--- src/rtl/sync_fifo_rf_if.sv ---
// Handshake and status bundle for sync_fifo_rf.
// The producer/consumer side uses the master modport and the FIFO uses the slave modport.
interface sync_fifo_rf_if #(
  parameter int WIDTH = 8,
  parameter int ADDR  = 6
);
  logic             clr;
  logic             wr_en;
  logic [WIDTH-1:0] din;
  logic             rd_en;
  logic [WIDTH-1:0] dout;
  logic             dout_vld;
  logic             full;
  logic             empty;
  logic             almost_full;
  logic             almost_empty;
  logic [ADDR:0]    level;
  logic             overflow;
  logic             underflow;

  modport master (
    output clr, wr_en, din, rd_en,
    input  dout, dout_vld, full, empty, almost_full, almost_empty,
           level, overflow, underflow
  );

  modport slave (
    input  clr, wr_en, din, rd_en,
    output dout, dout_vld, full, empty, almost_full, almost_empty,
           level, overflow, underflow
  );
endinterface

--- src/rtl/sync_fifo_rf.sv ---
// Single-clock FIFO on a flop-based register file.
// Pointers carry one extra wrap bit, so their difference is the occupancy.
// Every flag is registered from the next-state occupancy. The flags therefore
// change on the same edge as the level.
// FWFT selects either a registered read port or a look-ahead head word.
module sync_fifo_rf #(
  parameter int WIDTH     = 8,
  parameter int DEPTH     = 64,
  parameter int ADDR      = 6,
  parameter int FWFT      = 0,
  parameter int AFULL_TH  = 60,
  parameter int AEMPTY_TH = 4
) (
  input  logic           clk,
  input  logic           rst,
  sync_fifo_rf_if.slave  bus
);

  localparam logic [ADDR:0] ONE      = (ADDR+1)'(1);
  localparam logic [ADDR:0] DEPTH_L  = (ADDR+1)'(DEPTH);
  localparam logic [ADDR:0] AFULL_L  = (ADDR+1)'(AFULL_TH);
  localparam logic [ADDR:0] AEMPTY_L = (ADDR+1)'(AEMPTY_TH);

  logic [WIDTH-1:0] mem [DEPTH];
  logic [ADDR:0]    wr_ptr;
  logic [ADDR:0]    rd_ptr;
  logic [ADDR:0]    wr_next;
  logic [ADDR:0]    rd_next;
  logic [ADDR:0]    level_next;
  logic [ADDR-1:0]  wr_idx;
  logic [ADDR-1:0]  rd_idx;
  logic             full_q;
  logic             empty_q;
  logic             afull_q;
  logic             aempty_q;
  logic             ovf_q;
  logic             unf_q;
  logic             wr_ok;
  logic             rd_ok;

  // Accept decisions use only registered flags, so a read cannot make room
  // for a write in the same cycle. A write cannot feed a read in that cycle either.
  // A clear suppresses both transfers.
  assign wr_ok  = bus.wr_en & ~full_q  & ~bus.clr;
  assign rd_ok  = bus.rd_en & ~empty_q & ~bus.clr;
  assign wr_idx = wr_ptr[ADDR-1:0];
  assign rd_idx = rd_ptr[ADDR-1:0];

  // Next pointer values and the occupancy they imply.
  always_comb begin
    wr_next    = wr_ptr;
    rd_next    = rd_ptr;
    if (wr_ok) wr_next = wr_ptr + ONE;
    if (rd_ok) rd_next = rd_ptr + ONE;
    level_next = wr_next - rd_next;
  end

  // Storage array: cleared only by reset; a clear leaves stored words intact.
  always_ff @(posedge clk or posedge rst) begin
    if (rst) begin
      for (int i = 0; i < DEPTH; i++) mem[i] <= '0;
    end else if (wr_ok) begin
      mem[wr_idx] <= bus.din;
    end
  end

  // Pointers, status flags and the one-cycle error pulses.
  always_ff @(posedge clk or posedge rst) begin
    if (rst) begin
      wr_ptr   <= '0;
      rd_ptr   <= '0;
      full_q   <= 1'b0;
      empty_q  <= 1'b1;
      afull_q  <= 1'b0;
      aempty_q <= 1'b1;
      ovf_q    <= 1'b0;
      unf_q    <= 1'b0;
    end else if (bus.clr) begin
      wr_ptr   <= '0;
      rd_ptr   <= '0;
      full_q   <= 1'b0;
      empty_q  <= 1'b1;
      afull_q  <= 1'b0;
      aempty_q <= 1'b1;
      ovf_q    <= 1'b0;
      unf_q    <= 1'b0;
    end else begin
      wr_ptr   <= wr_next;
      rd_ptr   <= rd_next;
      full_q   <= (level_next == DEPTH_L);
      empty_q  <= (level_next == '0);
      afull_q  <= (level_next >= AFULL_L);
      aempty_q <= (level_next <= AEMPTY_L);
      ovf_q    <= bus.wr_en & full_q;
      unf_q    <= bus.rd_en & empty_q;
    end
  end

  assign bus.level        = wr_ptr - rd_ptr;
  assign bus.full         = full_q;
  assign bus.empty        = empty_q;
  assign bus.almost_full  = afull_q;
  assign bus.almost_empty = aempty_q;
  assign bus.overflow     = ovf_q;
  assign bus.underflow    = unf_q;

  generate
    if (FWFT != 0) begin : g_fwft
      // The head word is presented directly. It is forced to zero while empty,
      // so that reset and clear leave dout at zero.
      assign bus.dout     = empty_q ? '0 : mem[rd_idx];
      assign bus.dout_vld = ~empty_q;
    end else begin : g_std
      logic [WIDTH-1:0] dout_q;
      logic             vld_q;

      // Registered read port: data lands one cycle after an accepted read and is held after that.
      always_ff @(posedge clk or posedge rst) begin
        if (rst) begin
          dout_q <= '0;
          vld_q  <= 1'b0;
        end else if (bus.clr) begin
          dout_q <= '0;
          vld_q  <= 1'b0;
        end else begin
          vld_q <= rd_ok;
          if (rd_ok) dout_q <= mem[rd_idx];
        end
      end

      assign bus.dout     = dout_q;
      assign bus.dout_vld = vld_q;
    end
  endgenerate

endmodule

--- src/flat_wrapper.sv ---
// flat-port wrapper written by rule: the top's interface ports become plain ports
module sync_fifo_rf_flat 
#(
  parameter int WIDTH     = 8,
  parameter int DEPTH     = 64,
  parameter int ADDR      = 6,
  parameter int FWFT      = 0,
  parameter int AFULL_TH  = 60,
  parameter int AEMPTY_TH = 4
)
  (clk, rst, bus_clr, bus_wr_en, bus_din, bus_rd_en, bus_dout, bus_dout_vld, bus_full, bus_empty, bus_almost_full, bus_almost_empty, bus_level, bus_overflow, bus_underflow);
  sync_fifo_rf_if #(.WIDTH(WIDTH), .ADDR(ADDR)) bus_i ();
  input  logic clk;
  input  logic rst;
  input wire logic [$bits(bus_i.clr)-1:0] bus_clr;
  input wire logic [$bits(bus_i.wr_en)-1:0] bus_wr_en;
  input wire logic [$bits(bus_i.din)-1:0] bus_din;
  input wire logic [$bits(bus_i.rd_en)-1:0] bus_rd_en;
  output wire logic [$bits(bus_i.dout)-1:0] bus_dout;
  output wire logic [$bits(bus_i.dout_vld)-1:0] bus_dout_vld;
  output wire logic [$bits(bus_i.full)-1:0] bus_full;
  output wire logic [$bits(bus_i.empty)-1:0] bus_empty;
  output wire logic [$bits(bus_i.almost_full)-1:0] bus_almost_full;
  output wire logic [$bits(bus_i.almost_empty)-1:0] bus_almost_empty;
  output wire logic [$bits(bus_i.level)-1:0] bus_level;
  output wire logic [$bits(bus_i.overflow)-1:0] bus_overflow;
  output wire logic [$bits(bus_i.underflow)-1:0] bus_underflow;
  assign bus_i.clr = bus_clr;
  assign bus_i.wr_en = bus_wr_en;
  assign bus_i.din = bus_din;
  assign bus_i.rd_en = bus_rd_en;
  assign bus_dout = bus_i.dout;
  assign bus_dout_vld = bus_i.dout_vld;
  assign bus_full = bus_i.full;
  assign bus_empty = bus_i.empty;
  assign bus_almost_full = bus_i.almost_full;
  assign bus_almost_empty = bus_i.almost_empty;
  assign bus_level = bus_i.level;
  assign bus_overflow = bus_i.overflow;
  assign bus_underflow = bus_i.underflow;
  sync_fifo_rf #(.WIDTH(WIDTH), .DEPTH(DEPTH), .ADDR(ADDR), .FWFT(FWFT), .AFULL_TH(AFULL_TH), .AEMPTY_TH(AEMPTY_TH)) u_core (.clk(clk), .rst(rst), .bus(bus_i));
endmodule
--- config.mk ---
export PLATFORM = sky130hd
export DESIGN_NAME = sync_fifo_rf_flat
export DESIGN_NICKNAME = d
export VERILOG_FILES = /design/src/rtl/sync_fifo_rf_if.sv /design/src/rtl/sync_fifo_rf.sv /design/src/flat_wrapper.sv
export SDC_FILE = /design/constraint.sdc
export NUM_CORES = 1
export LEC_CHECK = 0
export ABC_AREA = 1
export CORE_MARGIN = 5
export CORE_UTILIZATION = 25
export CTS_BUF_LIST = sky130_fd_sc_hd__clkbuf_8
export DETAILED_ROUTE_END_ITERATION = 10
export PLACE_DENSITY_LB_ADDON = 0.08
export SYNTH_ARGS = -nofsm -noshare
export SYNTH_HDL_FRONTEND = slang
export SYNTH_SLANG_ARGS = --single-unit
export TNS_END_PERCENT = 10
--- constraint.sdc ---
create_clock -name clk -period 29.5 [get_ports clk]
set_clock_uncertainty 0.15 [all_clocks]
set_input_delay 2.95 -clock clk [delete_from_list [all_inputs] [get_ports clk]]
set_output_delay 2.95 -clock clk [all_outputs]
set_load 0.05 [all_outputs]
-- Yosys cells after proc, flatten, opt, wreduce, memory -nomap -nowiden
Cells that the tools add are included.
- register bits: 541
- output and inout bits: 22
- add/sub/neg operators: 4
- $lt $le $gt $ge: 5
- equality and inequality tests: 1
- mux-type cells: 19
- bitwise gates (word level): 11
- reduce and logical (&&, ||, !) cells: 3
- operator list (cell ; number):
    512-bit bitwise mux ; 1
    8-bit binary-select mux with 6-bit select ; 1
    8-bit demux with 6-bit select ; 1
    8-bit two-way mux ; 5
    7-bit two-way mux ; 4
    7-bit by 1-bit adder with 7-bit output, second input constant ; 2
    7-bit greater-or-equal comparator, second input constant ; 2
    6-bit NOT with 7-bit output ; 2
    7-bit subtractor ; 2
    7-bit equality test, second input constant ; 1
    7-bit by 6-bit greater-or-equal comparator with 1-bit output, second input constant ; 1
    7-bit by 3-bit less-or-equal comparator with 1-bit output, second input constant ; 1
    7-bit logical NOT ; 1
    7-bit by 1-bit < comparator with 1-bit output, second input constant ; 1
    1-bit two-way mux ; 7
    1-bit AND ; 6
    1-bit NOT ; 3
    2-bit nonzero test ; 1
    1-bit logical AND ; 1

-- Longest topological paths before layout
Gate-level depths: netlist of run 1.
- depth after elaboration: 7
- depth in mapped cells: 17
- depth with buffers taken out: 16

-- Worst setup path after synthesis of run 1
Ideal clock, no wire load.
- kind: flip-flop to output port
- start point: register u_core.rd_ptr[2]
- end point: output port bus_level[5]
- arrival: 2.613 ns
- slack: 23.787 ns
- cell stages (with the launch flop): 11
- cell sequence: dfrtp_1 clkbuf_1 inv_1 clkbuf_1 ha_1 a21oi_1 o21ai_0 a21oi_1 nor2_1 nor2_1 xor2_1
- cells in the longest elaborated chain, start to end: 1
- ends and longest elaborated chain (item ; RTL line ; RTL):
    start, declared ; sync_fifo_rf.sv:26 ; logic [ADDR:0] rd_ptr;
    start signal, assigned ; sync_fifo_rf.sv:89 ; rd_ptr <= rd_next;
    7-bit subtractor ; sync_fifo_rf.sv:99 ; assign bus.level = wr_ptr - rd_ptr;
    end, declared ; flat_wrapper.sv:25 ; output wire logic [$bits(bus_i.level)-1:0] bus_level;
Every way passes these cells.

-- Final worst setup path of run 1
- start point: register u_core.rd_ptr[3]
- end point: output port bus_level[6]
Same word-level chain as after synthesis.

==> results of run 1 <==
worst min-delay path by stage:
stage | from | end | slack, ns | cells after the start
floorplan | u_core.mem[10] | u_core.mem[10] | 0.30 | 2
global placement | u_core.mem[371] | u_core.mem[371] | 0.31 | 2
detailed placement | u_core.bus.dout[1] | u_core.bus.dout[1] | 0.32 | 2
CTS | u_core.mem[362] | u_core.mem[362] | 0.33 | 2
global route | u_core.mem[299] | u_core.mem[299] | 0.34 | 2
finish | u_core.mem[332] | u_core.mem[332] | 0.32 | 2
metal layers:
metal	up-vias	GRT usage [%]	wire length, um
met1	10388	24.9	44100
met2	486	27.3	40900
met5	-	0	26
met4	4	4.74	2040
met3	119	3.05	4580
li1	9967	-	-
power groups by stage:
stage	Sequential, uW	Combinational, uW	Clock [uW]
after floorplan	791	108	0
after global placement	788	188	0
after detailed placement	789	188	0
after CTS	776	188	777
after global routing	778	207	810
final	776	185	745
flip-flops by register name, summed over array words and instances, names as in the netlist:
| name | cells |
|---|---|
| u_core.bus.underflow | 1 |
| u_core.bus.dout_vld | 1 |
| u_core.bus.almost_full | 1 |
| u_core.bus.empty | 1 |
| u_core.bus.dout | 8 |
| u_core.mem | 512 |
| u_core.bus.almost_empty | 1 |
| u_core.bus.full | 1 |
| u_core.rd_ptr | 7 |
| u_core.bus.overflow | 1 |
| u_core.wr_ptr | 7 |
worst max-delay path, delay by kind of cell (launching register included):
| family | cells | cell delay, ns |
|---|---|---|
| DFF | 1 | 0.42 |
| xor gates and xnor gates | 1 | 0.17 |
| and+or+nand+nor | 2 | 0.19 |
| adders and majority gates | 1 | 0.42 |
| buffers and inverters | 2 | 1.61 |
| AOI/OAI and AO/OA | 3 | 0.46 |
area by class of cell:
cell class,instances,area (um2),area share (%)
multi-input cells,2174,10000,35.7
clock inverters,55,264,0.939
flip-flops and latches,541,13500,48.2
repair buffers,70,623,2.22
clock buffers,132,1820,6.46
diodes,2,5.00,0.0178
well taps,1287,1610,5.73
inverters,52,210,0.747
logic make-up after synthesis:
group                      synth area share (%)
and+or+nand+nor                            19.3
AOI/OAI and AO/OA                          20.2
DFF                                        55.1
buffers and inverters                      4.24
adders and majority gates                 0.875
xor gates and xnor gates                  0.392
Yosys cell counts:
cell type	instances
nand2_1	751
buf_2	11
inv_1	39
o22ai_1	68
nor4_1	2
dfrtp_1	539
clkbuf_1	201
dfstp_2	2
nor4_2	1
nand4_1	15
nand3b_1	1
inv_2	2
nor3_2	3
ha_1	14
buf_1	10
nand3_1	74
o211ai_1	55
fa_1	2
nand3_4	1
o221ai_1	6
a31oi_1	2
a211oi_1	3
nor2_1	353
o21ai_0	780
xor2_1	10
a21oi_1	26
nor2_2	3
nor4_4	1
xnor2_1	1
nor3_1	2
clkinv_1	11
through the flow:
stage | worst slack (ns) | hold WS, ns
after floorplan | 11.28 | 0.298
after global placement | 22.50 | 0.311
after detailed placement | 22.51 | 0.315
after CTS | 22.24 | 0.331
after global routing | 22.15 | 0.342
final | 22.40 | 0.324
==> results.md, run 1 <==
* IO Count at 35
* Via-to-Cell Ratio at 4.86
* Clk sinks at roughly 540
* Synth area leaders: dfrtp_1 (55%), o21ai_0 (16%), nand2_1 (11%)
* Die area at roughly 100000 um2
* Outcome: finished, final reports clean
* GRT Util Overall at 17.4%
* Layout area overhead at 14.3%
* Critical-path maximum fanout at 37
* Syn avg cell area at approximately 8 um2
* Fillers at between 10000 and 15000
* Sequential Power Share at between 40% and 50%
* Leading cell types in the layout, fill and taps excluded: o21ai_0 (780), nand2_1 (751), dfrtp_1 (536)
* Post-DP HPWL at 52.9 mm
* Post-route ant nets at 0
* Final Non-Filler Cells at about 4300
* CP Launch Point: u_core.rd_ptr[3]
* CP Data Required Time at 26.40 ns
* Vias in the first global route at about 21000
* Cts bufs inserted at approximately 100
* DR vias at around 21000
* RSZ-0062 raised after global routing: false
* Clk buf depth at 3
* Final nets at approximately 3000
* DRC Markers at 0
* GP Congestion at just under 0.8
* Arrival time at the worst endpoint at ~4.0 ns
* Initial antenna violation count at 4
* Highest Clock Rate at 141 MHz
* R2R Path End: u_core.bus.dout[7]
* Tmin final at roughly 7.1 ns
* Synthesis Warnings at 0
* CP Class: reg2out
* CP Cell Sequence: inv_2 > ha_1 > a21oi_1 > o21ai_0 > a21oi_1 > nor2_1 > nor2_1 > xor2_1 > clkdlybuf4s50_1
* Fin crit share at around a quarter
* Most common cell after layout, fill and taps aside: o21ai_0
* Hold Violations, Final at 0
* Cells after Synth at approximately 3000
* Hold Path Class: reg2reg
* P_sw at 494 uW
* Placed Cells at between 4000 and 5000
* Share of layout cells above drive strength 1 at about 6.9%
* Origin of the critical flop-to-flop path: u_core.rd_ptr[0]
* Peak VDD IR at around 0.028 mV
* Slew @ Worst Pin at between 1 and 1.5 ns
* Slowest-stage cell, CP: clkdlybuf4s50_1
* Dpl cell area at approximately 26000 um2
* Slew Limit Fails at 0
* Total power at 1710 uW
* Switching Fraction at approximately 29%
* Final core occ at 28.7%
* End point of the critical path: bus_level[6]
* R2r setup slk at 25.16 ns
* Worst path max stage delay at ~0.83 ns
* DR iter-0 viols at between 1500 and 2000
* Routed wire length per instance at between 20 and 25 um
* Worst setup SP type: register
* Die width at between 300 and 400 um
* Initial core utilization at 25.1%
* Yosys reg bits at 541
* Netlist cell types at 31
* Synth area leader: dfrtp_1
* # setup viols final at 0
* CTS tree: built
* Crit. End Element: primary output
* Total grt overflow at 0
* Root buffer cell: clkbuf_8
* DR pass1 iterations at 5
* Num rows at between 100 and 150
* Syn nets at around 3000
* Clock power frac at 43.7%
* Top-area cell type share of the netlist area at between 50% and 60%
* Core area at 98000 um2
* Max_cap viols at 0
* TNS Setup at 0 ns
* First-pass GRT wire length at between 100 and 150 mm
* Clock transition at path regs at roughly 0.05 ns
* Slew headroom at between 20% and 30%
* Die height at roughly 320 um
* Final WL at 91.6 mm
* Clk_lat worst skew at between 0.7 and 0.8 ns
* Final instance area at between 20000 and 30000 um2
* Largest net degree at the start of global routing at between 150 and 200
* CTS resizes at 0
* IO buf count at 34
* Power per cell area at about 61 nW/um2
* Combinational power share at between 10 and 15%
* Reg2reg path depth at 13
* Hold_buf cts at 0
* Register area share after synthesis at between 50% and 60%
* Synth Cell Area at between 20000 and 25000 um2
* H-tree level count at 3
* Post-CTS Setup Repair Bufs at 0
* Internal Power at 1210 uW
* Leakage power at 0.0126 uW
No activity file was read; power rests on OpenSTA's default activity.
==> run 2, diff against run 1 <==
==> constraint.sdc (replaced) <==
create_clock -name clk -period 6.9 [get_ports clk]
set_clock_uncertainty 0.15 [all_clocks]
set_input_delay 0.69 -clock clk [delete_from_list [all_inputs] [get_ports clk]]
set_output_delay 0.69 -clock clk [all_outputs]
set_load 0.05 [all_outputs]
==> run 2 against run 1 <==
Final area up 0.20%. Worst setup slack got worse by 20 ns. Via count decreased by 0.66%. Largest cell class unchanged. Flip-flop and latch count is the same. Highest routed layer is now met4. Critical path type unchanged. Register-to-register slack worse by 22 ns. Die area unchanged.
==> results.md, run 2 (same netlist as run 1, synthesis figures left out) <==
* Hold Path Class: in2async
* Slew @ Worst Pin at 1.18 ns
* Worst path max stage delay at between 0.8 and 0.9 ns
* Root buffer cell: clkbuf_8
* Final WL at roughly 91 mm
* Final nets at just under 3000
* GRT Util Overall at between 10% and 20%
* Initial core utilization at between 20% and 30%
* Outcome: finished, final reports clean
* Largest net degree at the start of global routing at ~160
* Power per cell area at 260 nW/um2
* GP Congestion at between 0.7 and 0.8
* Leading cell types in the layout, fill and taps excluded: o21ai_0 (780), nand2_1 (751), dfrtp_1 (536)
* Dpl cell area at about 26000 um2
* Hold_buf cts at 0
* Crit. End Element: primary output
* H-tree level count at 3
* Routed wire length per instance at approximately 21 um
* Worst setup SP type: register
* Clock transition at path regs at about 0.060 ns
* Number of flip-flops in the largest register at about 510
* CP Class: reg2out
* Die height at between 300 and 400 um
* Hold Violations, Final at 0
* CTS resizes at 0
* Placed Cells at 4123
* Slew Limit Fails at 0
* First-pass GRT wire length at around 140 mm
* DR pass1 iterations at 5
* Vias in the first global route at just over 20000
* Fin crit share at between 70% and 80%
* Clk buf depth at 3
* Arrival time at the worst endpoint at ~4 ns
* Post-route ant nets at 0
* Final Non-Filler Cells at roughly 4300
* Final instance area at roughly 28000 um2
* CTS tree: built
* Num rows at 115
* CP Cell Sequence: inv_2 > ha_1 > nand2_1 > o21ai_0 > a21oi_1 > nor2_1 > nor2_1 > xor2_1 > clkdlybuf4s50_1
* IO buf count at 34
* DRC Markers at 0
* Peak VDD IR at between 0.1 and 0.15 mV
* Core area at 98000 um2
* Critical-path maximum fanout at 41
* Post-DP HPWL at roughly 52 mm
* R2R Path End: u_core.bus.dout[1]
* RSZ-0062 raised after global routing: false
* CP Data Required Time at about 6.1 ns
* Post-CTS Setup Repair Bufs at 0
* Highest Clock Rate at about 210 MHz
* Most common cell after layout, fill and taps aside: o21ai_0
* Reg2reg path depth at 10
* Die width at 324 um
* Total grt overflow at 0
* CP most frequent cell: nor2_1
* DR vias at about 21000
* Slowest-stage cell, CP: dfrtp_4
* Setup slack at placement at between 2 and 2.5 ns
* Via-to-Cell Ratio at a little under 5
* Slew headroom at about a fifth
* Share of layout cells above drive strength 1 at approximately 6.9%
* Clk sinks at 541
* Cts bufs inserted at between 100 and 150
* Clk_lat worst skew at about 0.74 ns
* Final setup margin at just over 2 ns
* Leakage power at ~0.013 uW
* Layout area overhead at 14.6%
* Initial antenna violation count at 6
* # setup viols final at 0
* Origin of the critical flop-to-flop path: u_core.rd_ptr[1]
* Fillers at 10563
* Tmin final at between 4 and 5 ns
* Final core occ at between 20% and 30%
* Biggest register: u_core.mem
* R2r setup slk at between 3 and 4 ns
* Die area at roughly 100000 um2
* IO Count at 35
* DR iter-0 viols at between 1500 and 2000
* Max_cap viols at 0
run 2: cell types whose count changed in the layout (fill, tap and decap cells not counted), sizes merged:
| cell | previous run | this run |
|---|---|---|
| buf | 36 | 35 |
| bufinv | 0 | 1 |
| clkbuf | 132 | 134 |
| clkinv | 10 | 7 |
| clkinvlp | 0 | 2 |
| diode | 2 | 3 |
| inv | 97 | 91 |
run 2: final cells by class:
cell class                 instances  area [um2]  area share (%)
clock buffer                     134        1840            6.55
multi-input combinational       2174       10000            35.6
clock inverter                    49         244           0.866
sequential                       541       13500            48.1
antenna                            3        7.51          0.0266
tap                             1287        1610            5.72
timing repair buffer              69         678            2.41
inverter                          52         206           0.733
run 2: stage by stage:
stage	TNS [ns]	power (uW)	hold slack (ns)
5_1_grt	0	7690	0.231
4_1_cts	0	7470	0.177
3_5_place_dp	0	4160	0.317
3_3_place_gp	0	4160	0.310
2_1_floorplan	-698.72	3850	0.298
6_report	0	7310	0.237
run 2: power by group:
group / internal, uW / total, uW / switching [uW]
logic: 205 / 773 / 568
registers: 3260 / 3320 / 58.7
clock network: 1770 / 3220 / 1450
total: 5230 / 7310 / 2080
run 2: how the worst max path moves through the flow:
stage                     startpoint                endpoint  slack, ns  cells after the start
finish              u_core.rd_ptr[1]            bus_level[5]       2.07                      9
global route        u_core.rd_ptr[1]            bus_level[5]       1.75                      9
CTS                 u_core.rd_ptr[1]            bus_level[5]       1.93                      9
detailed placement           bus_clr        u_core.bus.empty       2.33                     15
global placement             bus_clr  u_core.bus.almost_full       2.26                     15
floorplan                        rst  u_core.bus.almost_full      -1.30                      1
run 2: worst max-delay path: cells and delay by family (launching register included):
family,cells,cell delay (ns)
flops,1,0.84
buf+inv,2,1.29
compound gates,2,0.36
xor+xnor,1,0.13
simple gates,3,0.20
fa+ha+maj,1,0.42
run 2: per-layer routing:
metal | up-vias | share of wire (%) | GRT usage, %
met1 | 10279 | 47 | 24.4
met2 | 477 | 45 | 27.3
met5 | - | 0 | 0
met4 | 0 | 2.4 | 4.31
li1 | 9945 | - | -
met3 | 124 | 5.2 | 3.54
